`src/rtl/boot_loader.sv`:
```
// boot_loader: receives a boot image over a valid/ready byte stream and writes
// it into memory while holding the CPU in reset, then releases the CPU.
//
// Stream format: addr lo, addr hi, len lo, len hi, then len payload bytes.
// After the final memory write, CPU_R stays high for HOLD_CYCLES more cycles,
// then the loader parks in ST_DONE (CPU_R=0, DONE=1) until R.
//
// Ports:
//   CLK       in   1  clock, all state changes on the rising edge
//   R         in   1  synchronous active-high reset
//   IN_VALID  in   1  upstream byte valid
//   IN_DATA   in   8  upstream byte
//   IN_READY  out  1  loader accepts a byte this cycle
//   ADDR      out 16  memory write address
//   DATA      out  8  memory write data
//   WE        out  1  memory write enable, one cycle per payload byte
//   CPU_R     out  1  CPU reset; high while the loader owns memory
//   DONE      out  1  load complete and CPU released
module boot_loader #(
    parameter int unsigned HOLD_CYCLES = 2
) (
    input  logic        CLK,
    input  logic        R,
    input  logic        IN_VALID,
    input  logic [7:0]  IN_DATA,
    output logic        IN_READY,
    output logic [15:0] ADDR,
    output logic [7:0]  DATA,
    output logic        WE,
    output logic        CPU_R,
    output logic        DONE
);

    localparam int unsigned AW = 16;
    localparam int unsigned DW = 8;
    localparam int unsigned HW = (HOLD_CYCLES > 0) ? $clog2(HOLD_CYCLES + 1) : 1;

    typedef enum logic [2:0] {
        ST_ADDR_LO,
        ST_ADDR_HI,
        ST_LEN_LO,
        ST_LEN_HI,
        ST_DATA,
        ST_HOLD,
        ST_DONE
    } state_t;

    state_t          r_state;
    logic [AW-1:0]   r_ptr;
    logic [AW-1:0]   r_cnt;
    logic [HW-1:0]   r_hold_cnt;
    logic            r_in_ready;
    logic [AW-1:0]   r_addr;
    logic [DW-1:0]   r_data;
    logic            r_we;
    logic            r_cpu_r;
    logic            r_done;

    logic            w_hs;
    logic [AW-1:0]   w_len;

    // r_in_ready is only high in the parsing states, so it also gates HOLD/DONE
    assign w_hs  = IN_VALID && r_in_ready;
    assign w_len = {IN_DATA, r_cnt[7:0]};

    // Parser / writer FSM. IN_READY is registered from the next state, so it
    // drops in the same cycle the final byte's write is presented.
    always_ff @(posedge CLK) begin
        if (R) begin
            r_state    <= ST_ADDR_LO;
            r_ptr      <= '0;
            r_cnt      <= '0;
            r_hold_cnt <= '0;
            r_in_ready <= 1'b0;
            r_addr     <= '0;
            r_data     <= '0;
            r_we       <= 1'b0;
            r_cpu_r    <= 1'b1;
            r_done     <= 1'b0;
        end else begin
            r_we <= 1'b0;
            case (r_state)
                ST_ADDR_LO: begin
                    r_in_ready <= 1'b1;
                    if (w_hs) begin
                        r_ptr[7:0] <= IN_DATA;
                        r_state    <= ST_ADDR_HI;
                    end
                end
                ST_ADDR_HI: begin
                    r_in_ready <= 1'b1;
                    if (w_hs) begin
                        r_ptr[15:8] <= IN_DATA;
                        r_state     <= ST_LEN_LO;
                    end
                end
                ST_LEN_LO: begin
                    r_in_ready <= 1'b1;
                    if (w_hs) begin
                        r_cnt[7:0] <= IN_DATA;
                        r_state    <= ST_LEN_HI;
                    end
                end
                ST_LEN_HI: begin
                    r_in_ready <= 1'b1;
                    if (w_hs) begin
                        r_cnt <= w_len;
                        // Empty image: skip straight to the hold phase
                        if (w_len == '0) begin
                            r_state    <= ST_HOLD;
                            r_in_ready <= 1'b0;
                            r_hold_cnt <= '0;
                        end else begin
                            r_state <= ST_DATA;
                        end
                    end
                end
                ST_DATA: begin
                    r_in_ready <= 1'b1;
                    if (w_hs) begin
                        r_addr <= r_ptr;
                        r_data <= IN_DATA;
                        r_we   <= 1'b1;
                        r_ptr  <= r_ptr + AW'(1);
                        r_cnt  <= r_cnt - AW'(1);
                        if (r_cnt == AW'(1)) begin
                            r_state    <= ST_HOLD;
                            r_in_ready <= 1'b0;
                            r_hold_cnt <= '0;
                        end
                    end
                end
                ST_HOLD: begin
                    // The cycle carrying the last WE is not a hold cycle; the
                    // HOLD_CYCLES cycles after it are, then CPU_R drops.
                    r_in_ready <= 1'b0;
                    if (r_hold_cnt == HW'(HOLD_CYCLES)) begin
                        r_state <= ST_DONE;
                        r_cpu_r <= 1'b0;
                        r_done  <= 1'b1;
                    end else begin
                        r_hold_cnt <= r_hold_cnt + HW'(1);
                    end
                end
                ST_DONE: begin
                    r_in_ready <= 1'b0;
                    r_cpu_r    <= 1'b0;
                    r_done     <= 1'b1;
                end
                default: begin
                    r_state    <= ST_ADDR_LO;
                    r_in_ready <= 1'b0;
                end
            endcase
        end
    end

    assign IN_READY = r_in_ready;
    assign ADDR     = r_addr;
    assign DATA     = r_data;
    assign WE       = r_we;
    assign CPU_R    = r_cpu_r;
    assign DONE     = r_done;

endmodule

```
`config.mk`:
```
export PLATFORM = sky130hd
export DESIGN_NAME = boot_loader
export DESIGN_NICKNAME = d
export VERILOG_FILES = /design/src/rtl/boot_loader.sv
export SDC_FILE = /design/constraint.sdc
export NUM_CORES = 1
export LEC_CHECK = 0
export ABC_CLOCK_PERIOD_IN_PS = 4700
export CAP_MARGIN = 20
export CORE_MARGIN = 8
export CORE_UTILIZATION = 60
export CTS_CLUSTER_SIZE = 16
export DETAILED_ROUTE_END_ITERATION = 10
export DONT_BUFFER_PORTS = 1
export PLACE_DENSITY_LB_ADDON = 0.15
export SYNTH_ARGS = -nofsm -noshare
export SYNTH_HDL_FRONTEND = slang
export SYNTH_SLANG_ARGS = --single-unit
```
`constraint.sdc`:
```
create_clock -name CLK -period 4.7 [get_ports CLK]
set_clock_uncertainty 0.2 [all_clocks]
set_input_delay 0.94 -clock CLK [delete_from_list [all_inputs] [get_ports CLK]]
set_output_delay 0.94 -clock CLK [all_outputs]
set_load 0.01 [all_outputs]
```
Word level (Yosys, flattened, before mapping)
Index checks and enable logic that the tools add are counted.
Operators by class
  add/subtract/negate cells: 3
  equality and inequality tests: 17
  mux-type cells: 33
  bitwise logic cells: 3
  reduce and logical (&&, ||, !) cells: 19
Operators by type and width (count)
  two-way mux 16 bit: 3
  case mux 8 bit (2 select lines): 3
  case mux 8 bit (3 select lines): 1
  two-way mux 3 bit: 7
  case mux 3 bit (7 select lines): 1
  != test 2 bit (second input constant): 9
  adder 16 x 1 -> 16 bit (second input constant): 1
  == test 16 x 1 -> 1 bit (second input constant): 1
  logical NOT 16 bit: 1
  subtractor 16 x 1 -> 16 bit (second input constant): 1
  two-way mux 2 bit: 5
  nonzero test 2 bit: 5
  == test 3 bit (second input constant): 3
  AND reduction 3 bit: 3
  two-way mux 1 bit: 8
  two-way mux 8 bit: 1
  AND reduction 8 bit: 1
  == test 3 x 2 -> 1 bit (second input constant): 2
  case mux 2 bit (3 select lines): 1
  AND reduction 6 bit: 1
  case mux 1 bit (2 select lines): 2
  AND reduction 2 bit: 2
  AND reduction 4 bit: 1
  == test 3 x 1 -> 1 bit (second input constant): 1
  other kinds (9): 11
Word-level totals
  bits in registers: 65
  output and inout bits: 28
  word-level logic and storage cells: 87

Depth between registers and ports, before layout
Gate-level depths: netlist (run 1).
  word-level depth: 4
  depth in mapped cells: 8
  gate-level depth less buffers: 7

Least setup slack after synthesis (run 1)
Ideal clock, no wire load.
  path kind: input to register
  start point: input port IN_VALID
  end point: register r_ptr[15]
  setup time: 0.071 ns
  arrival time: 2.300 ns
  data required time: 4.429 ns
  slack: 2.129 ns
  cell stages on the path: 6
  buffers on the path: 1
  path through: nand2_1 or3_1 clkbuf_1 or4_1 o21ai_1 o2bb2ai_1
On the way
  longest elaborated chain between the ends: 3
  elaborated cells between the ends (all ways): 4
  classes of those cells: 2 x eq/ne; 2 x reduce/logical
Ends and longest elaborated chain
  start: declaration: RTL line 24  | input logic IN_VALID,
  logical AND 1 bit (*): RTL line 63  | assign w_hs = IN_VALID && r_in_ready;
  != test 2 bit (no line)
  AND reduction 3 bit (no line) (*)
  end signal: assignment: RTL line 124  | r_ptr <= r_ptr + AW'(1);
  end: declaration: RTL line 49  | logic [AW-1:0] r_ptr;
Mark *: on every way between the ends. The rest lies on a longest branch, timed or not.
A chain may end at the register's enable or synchronous reset.

Worst setup path after layout (run 1)
  start point: register r_state[2]
  end point: register r_cnt[14]
On the way
  longest elaborated chain between the ends: 3
  elaborated cells between the ends (all ways): 7
  classes of those cells: 4 x eq/ne; 1 x mux; 2 x reduce/logical
Ends and longest elaborated chain
  start: declaration: RTL line 48  | state_t r_state;
  start signal: assignment: RTL line 70  | r_state <= ST_ADDR_LO;
  start signal: assignment: RTL line 87  | r_state <= ST_ADDR_HI;
  start signal: assignment: RTL line 94  | r_state <= ST_LEN_LO;
  == test 3 x 2 -> 1 bit or == test 3 bit (tied branches): RTL line 82  | case (r_state)
  != test 2 bit (no line) or nonzero test 2 bit (tied branches)
  AND reduction 3 bit (no line)
  end signal: assignment: RTL line 107  | r_cnt <= w_len;
  end signal: assignment: RTL line 125  | r_cnt <= r_cnt - AW'(1);
  end: declaration: RTL line 50  | logic [AW-1:0] r_cnt;
Parallel ways exist; a longest one is shown, timed or not.

==> results.toml, run 1 <==
[route]
vias = 3217
wire_length_per_cell_um = 17.0
drt-pass1-iter-count = 4
viasPerCell = 6.37
drtIter0Drc = 318
drc = 0
antenna_left = 0
drt_wl_total_um = 8570

[layout]
drive_gt1_frac = 0.0600
diodes = 0
syn_to_final_growth_pct = 5.56
nets = 444

[global_route]
grt_antenna_before_repair = 0
grt_usage = 0.205
grt_max_degree = 70
grt_remaining_overflow = 0
first_global_vias = 2752
grt_first_pass_wirelength_um = 13800

[timing]
final.min_clock_period_ps = 2790
timing.final.max_slew_violations = 0
worst_max_slew_margin_expressed_relative_to_the_limit = 0.504
fin_tns_setup_ps = 0
fin_crit_sh = 0.594
worst_pin_slew_ps = 740
setup_repair_after_global_routing_missed_its_margin = "false"
hold_viol_final = 0
clock.fmax_ghz = 0.358
fin_ws_ps = 1910
setup_viol = 0

[floorplanning]
start_util = 0.612
fp-row-count = 27
die_h_um = 90.3
pin_count = 39
floorplan.die.width_um = 90.3
core-area_um2 = 5410
floorplan.die_area_um2 = 8150

[pwr]
pwr_density_cell_nw_per_um2 = 315
comb_power_share = 0.045
p_sw_frac = 0.242
irDropWorstVdd_v = 0.000167
cellLeakagePower_nw = 1.14
clkPwrFrac = 0.437
power.internal_mw = 0.834
p_seq_frac = 0.519
net_switching_mw = 0.266

[critical_path]
setup.worst_path.end_class = "flip-flop"
timing.setup.critical_path_class = "flip-flop to flip-flop"
worstPathMaxFanout = 21
critical-path-slowest-cell = "dfxtp_1"
regToRegEndpoint = "r_cnt[14]"
critPathLaunchType = "flip-flop"
r2r-start = "r_state[2]"
worstPathArrival_ps = 2880
list_of_cells_traversed_by_the_critical_path = "or3b_1 > buf_4 > or3_1 > o31ai_1 > nand2_1 > a21oi_1"
critical_path.endpoint = "r_cnt[14]"
r2r.worst_path.cells = 6
worstPathRequired_ps = 4780
cp_slowest_stage_delay_ps = 760
setup.worst_path.start = "r_state[2]"
setup_slack_of_the_worst_register_to_register_path_ps = 1910

[clock_network]
cts.sink_count = 65
cts_tree = "built"
cts.htree.levels = 3
tritoncts.num_buffers = 9
cts-resized-gates = 0
clk_latency_ps = 360
clockBufferDepth = 2
postCtsSetupRepairBufs = 0
root_buffer = "clkbuf_8"
worst_setup_hold_path_clk_slew_ps = 80
count_of_hold_buffers_inserted_by_post_cts_repair = 0

[synthesis]
ys_seq_elements = 65
yosys.area.top_type_share = 0.393
synth_warnings = 0
synth.avg_cell_area_um2 = 7.47
yosys.cell_types.count = 53
post_synth_inst_count = 443
synth_area_um2 = 3310
synth-main-ff-cell = "dfxtp_1"
post-synth-top-area-cell = "dfxtp_1"
cells_taking_the_most_area_after_synthesis = "dfxtp_1, nand2_1, a21oi_1, nor2_1, nor3_1"
edff_count_synth = 0
postSynth.asyncResetShare = 0
synth-seq-area-share = 0.393
synth.net_count = 459

[place]
preCtsSetupSlack_ps = 1850
gp_congestion = 0.878
buffer_ports.inserted = 0
place_hpwl_um = 5810

[run]
cap_violations = 0

[status]
run_status = "finished clean"

[worst_hold_path]
min_path_type = "flip-flop to flip-flop"
worst_hold_startpoint = "r_ptr[10]"
synthesized netlist by cell type, types with 4 or more instances:
| cell | count |
|---|---|
| nand2b_1 | 5 |
| or3_1 | 8 |
| a21o_1 | 5 |
| buf_2 | 4 |
| o21ai_0 | 15 |
| a211oi_1 | 5 |
| dfxtp_1 | 65 |
| a21oi_1 | 57 |
| nor4_1 | 5 |
| nor3_1 | 17 |
| o21ai_1 | 14 |
| nand3_1 | 9 |
| a22oi_1 | 8 |
| nor2_1 | 37 |
| inv_1 | 8 |
| clkbuf_1 | 22 |
| nand2_1 | 83 |
| nand4_1 | 8 |
| ha_1 | 5 |
| or4_1 | 5 |
| o31ai_1 | 7 |
worst max-delay path: cells and delay by family (launching register included):
family                 cells  cell delay [ps]
AOI/OAI and AO/OA          2              340
buffers and inverters      1              330
DFF                        1              760
and+or+nand+nor            3             1100
worst min path at each step:
stage,end,cells after the start
after floorplan,r_hold_cnt[0],1
after global placement,r_hold_cnt[1],2
after detailed placement,ADDR[10],2
after CTS,ADDR[10],2
after global routing,r_hold_cnt[0],1
final,ADDR[10],2
logic make-up after synthesis:
family          share of synthesized area
fa+ha+maj                          0.0189
xor+xnor                          0.00530
simple gates                        0.280
buf+inv                            0.0537
compound gates                      0.246
flops                               0.393
mux                               0.00303
sequential cells by signal (all words and copies together), names as in the netlist:
name	count
IN_READY	1
CPU_R	1
ADDR	16
r_ptr	16
r_state	3
r_hold_cnt	2
r_cnt	16
WE	1
DATA	8
DONE	1
cells in the final DEF, fill, tap and decap left out, types with 8 or more instances in the layout:
cell type and n:
nand4_1 8, a21oi_1 57, nor3_1 17, a22oi_1 8, nand2_1 83, inv_1 8, o21ai_0 15, o21ai_1 14
nand3_1 9, or3_1 8, nor2_1 37, clkbuf_8 10, dfxtp_1 65
routing by layer:
layer	routed length, um	track usage	up-vias
li1	-	-	1568
met1	3660	0.242	1484
met2	4100	0.340	150
met3	658	0.0540	15
met4	149	0.0929	0
met5	0	0	-
power groups by stage:
stage | logic, mW | clock network [mW] | registers, mW
after floorplan | 0.0498 | 0 | 0.577
after global placement | 0.0469 | 0 | 0.583
after detailed placement | 0.0477 | 0 | 0.583
after CTS | 0.0479 | 0.484 | 0.571
after global routing | 0.0544 | 0.506 | 0.572
final | 0.0490 | 0.481 | 0.571
metrics by stage:
step / total power [mW] / cells / instance area [um^2] / util / hold WS (ps)
after global routing: 1.13 / 505 / 3490 / 0.646 / 307
final: 1.10 / 505 / 3490 / 0.646 / 273
after CTS: 1.10 / 504 / 3480 / 0.645 / 276
after detailed placement: 0.631 / 488 / 3290 / 0.608 / 273
after floorplan: 0.626 / 443 / 3310 / - / 254
after global placement: 0.630 / 488 / 3290 / 0.608 / 265
area by class of cell:
cell class / instances / area, um^2
fill: 490 / 1910
timing repair buffer: 5 / 37.5
clock buffer: 11 / 141
sequential: 65 / 1300
clock inverter: 5 / 55.1
multi-input combinational: 337 / 1830
inverter: 10 / 37.5
tap: 72 / 90.1
Power figures use the tool's default switching activity.
==> inputs of run 2 (changes only) <==
--- a/config.mk
+++ b/config.mk
@@ -5,7 +5,7 @@
 export SDC_FILE = /design/constraint.sdc
 export NUM_CORES = 1
 export LEC_CHECK = 0
-export ABC_CLOCK_PERIOD_IN_PS = 4700
+export ABC_CLOCK_PERIOD_IN_PS = 2700
 export CAP_MARGIN = 20
 export CORE_MARGIN = 8
 export CORE_UTILIZATION = 60
==> constraint.sdc (replaced) <==
create_clock -name CLK -period 2.7 [get_ports CLK]
set_clock_uncertainty 0.2 [all_clocks]
set_input_delay 0.54 -clock CLK [delete_from_list [all_inputs] [get_ports CLK]]
set_output_delay 0.54 -clock CLK [all_outputs]
set_load 0.01 [all_outputs]
==> run 2 against run 1 <==
Against the previous run:
- non-clock buffer count rose by 10
- register-to-register slack worse by 1400 ps
- cell area rose by 2.5%
- critical path depth fell by 1
- routed wire length is 0.76% higher
==> results.toml, run 2 (synthesis gave the netlist of run 1 again) <==
[layout]
layout_commonest_cell = "nand2_1"
layout.cells.most_common_list = "nand2_1, dfxtp_1, a21oi_1, nor2_1, nor3_1"
nets = 454
multi_input_area_um2 = 1830
final-seq-area_um2 = 1300
syn_to_final_growth_pct = 8.17
diodes = 0
drive_gt1_frac = 0.0792
non_filler_instance_count_after_layout = 514
fillCellCount = 477

[floorplanning]
fp-row-count = 27
floorplan.die.width_um = 90.3
floorplan.die_area_um2 = 8150
start_util = 0.612
core-area_um2 = 5410
die_h_um = 90.3
pin_count = 39

[route]
vias = 3247
viasPerCell = 6.32
drc = 0
wire_length_per_cell_um = 16.8
drt-pass1-iter-count = 5
drtIter0Drc = 311
drt_wl_total_um = 8640
antenna_left = 0

[timing]
fin_crit_sh = 0.821
hold_viol_final = 0
fin_tns_setup_ps = 0
setup_repair_after_global_routing_missed_its_margin = "false"
clock.fmax_ghz = 0.451
setup_viol = 0
worst_pin_slew_ps = 750
timing.final.max_slew_violations = 0
final.min_clock_period_ps = 2220
worst_max_slew_margin_expressed_relative_to_the_limit = 0.496

[clock_network]
worst_setup_hold_path_clk_slew_ps = 70
root_buffer = "clkbuf_8"
clockBufferDepth = 2
cts.sink_count = 65
cts_tree = "built"
clk_latency_ps = 340
cts.htree.levels = 3
postCtsSetupRepairBufs = 0
tritoncts.num_buffers = 9
cts-resized-gates = 0
count_of_hold_buffers_inserted_by_post_cts_repair = 0

[global_route]
grt_usage = 0.217
grt_remaining_overflow = 0
grt_max_degree = 70
first_global_vias = 2935
grt_first_pass_wirelength_um = 14600
grt_antenna_before_repair = 0

[run]
cap_violations = 0

[place]
place_hpwl_um = 6010
dp_cells = 499
buffer_ports.inserted = 0
gp_congestion = 0.888

[worst_hold_path]
worst_hold_path.num_cells = 1
min_path_type = "primary input to flip-flop"

[pwr]
cellLeakagePower_nw = 1.21
pwr_density_cell_nw_per_um2 = 536
irDropWorstVdd_v = 0.000348

[critical_path]
r2r.worst_path.cells = 5
setup.worst_path.end_class = "flip-flop"
timing.setup.critical_path_class = "flip-flop to flip-flop"
worstPathRequired_ps = 2730
worstPathArrival_ps = 2250
worstPathMaxFanout = 9
critPathLaunchType = "flip-flop"

[status]
run_status = "finished clean"
-- run 2: cell types whose count changed in the layout (fill, tap and decap cells not counted), sizes merged --
| cell | delta |
|---|---|
| buf | +11 |
| clkinvlp | -2 |
-- run 2: report_power, final --
group | leakage (nW) | switching [mW] | internal, mW | total, mW
Sequential | 0.525 | 0.0181 | 0.971 | 0.989
Combinational | 0.578 | 0.0588 | 0.0366 | 0.0954
Clock | 0.102 | 0.364 | 0.469 | 0.833
Total | 1.21 | 0.441 | 1.48 | 1.92
-- run 2: per-layer routing --
| metal | global-route usage | vias to the layer above | part of all wire |
|---|---|---|---|
| li1 | - | 1579 | - |
| met1 | 0.264 | 1493 | 0.43 |
| met2 | 0.345 | 147 | 0.47 |
| met3 | 0.0524 | 28 | 0.076 |
| met4 | 0.114 | 0 | 0.026 |
| met5 | 0 | - | 0 |
-- run 2: area by class of cell --
cell class                      instances  share of cell area
Timing Repair Buffer                   15              0.0350
Multi-Input combinational cell        337               0.511
Inverter                               10              0.0105
Clock inverter                          3              0.0112
Sequential cell                        65               0.364
Tap cell                               72              0.0252
Clock buffer                           12              0.0434
-- run 2: path summary, 6_finish.rpt --
kind | slack [ps] | from | end
setup reg to reg | 480 | r_cnt[4] | r_cnt[14]
setup / recovery | 480 | r_cnt[4] | r_cnt[14]
hold / removal | 70 | R | r_state[0]
hold reg to reg | 280 | r_ptr[10] | ADDR[10]
-- run 2: metrics by stage --
stage	power, mW	utilization	hold slack (ps)	area (um^2)	setup WS [ps]
after CTS	1.93	0.662	52.1	3580	498
after global placement	1.10	0.626	263	3380	562
final	1.92	0.662	66.1	3580	484
after floorplan	1.09	-	254	3310	529
after global routing	1.98	0.662	53.2	3580	263
after detailed placement	1.10	0.626	269	3380	516
-- run 2: worst max-delay path, stage by stage, from the launching register on --
cell and delay (ps):
dfxtp_1 390, nor4_1 690, nand3_1 330, o31a_1 320, o21ai_1 110, a21oi_1 70
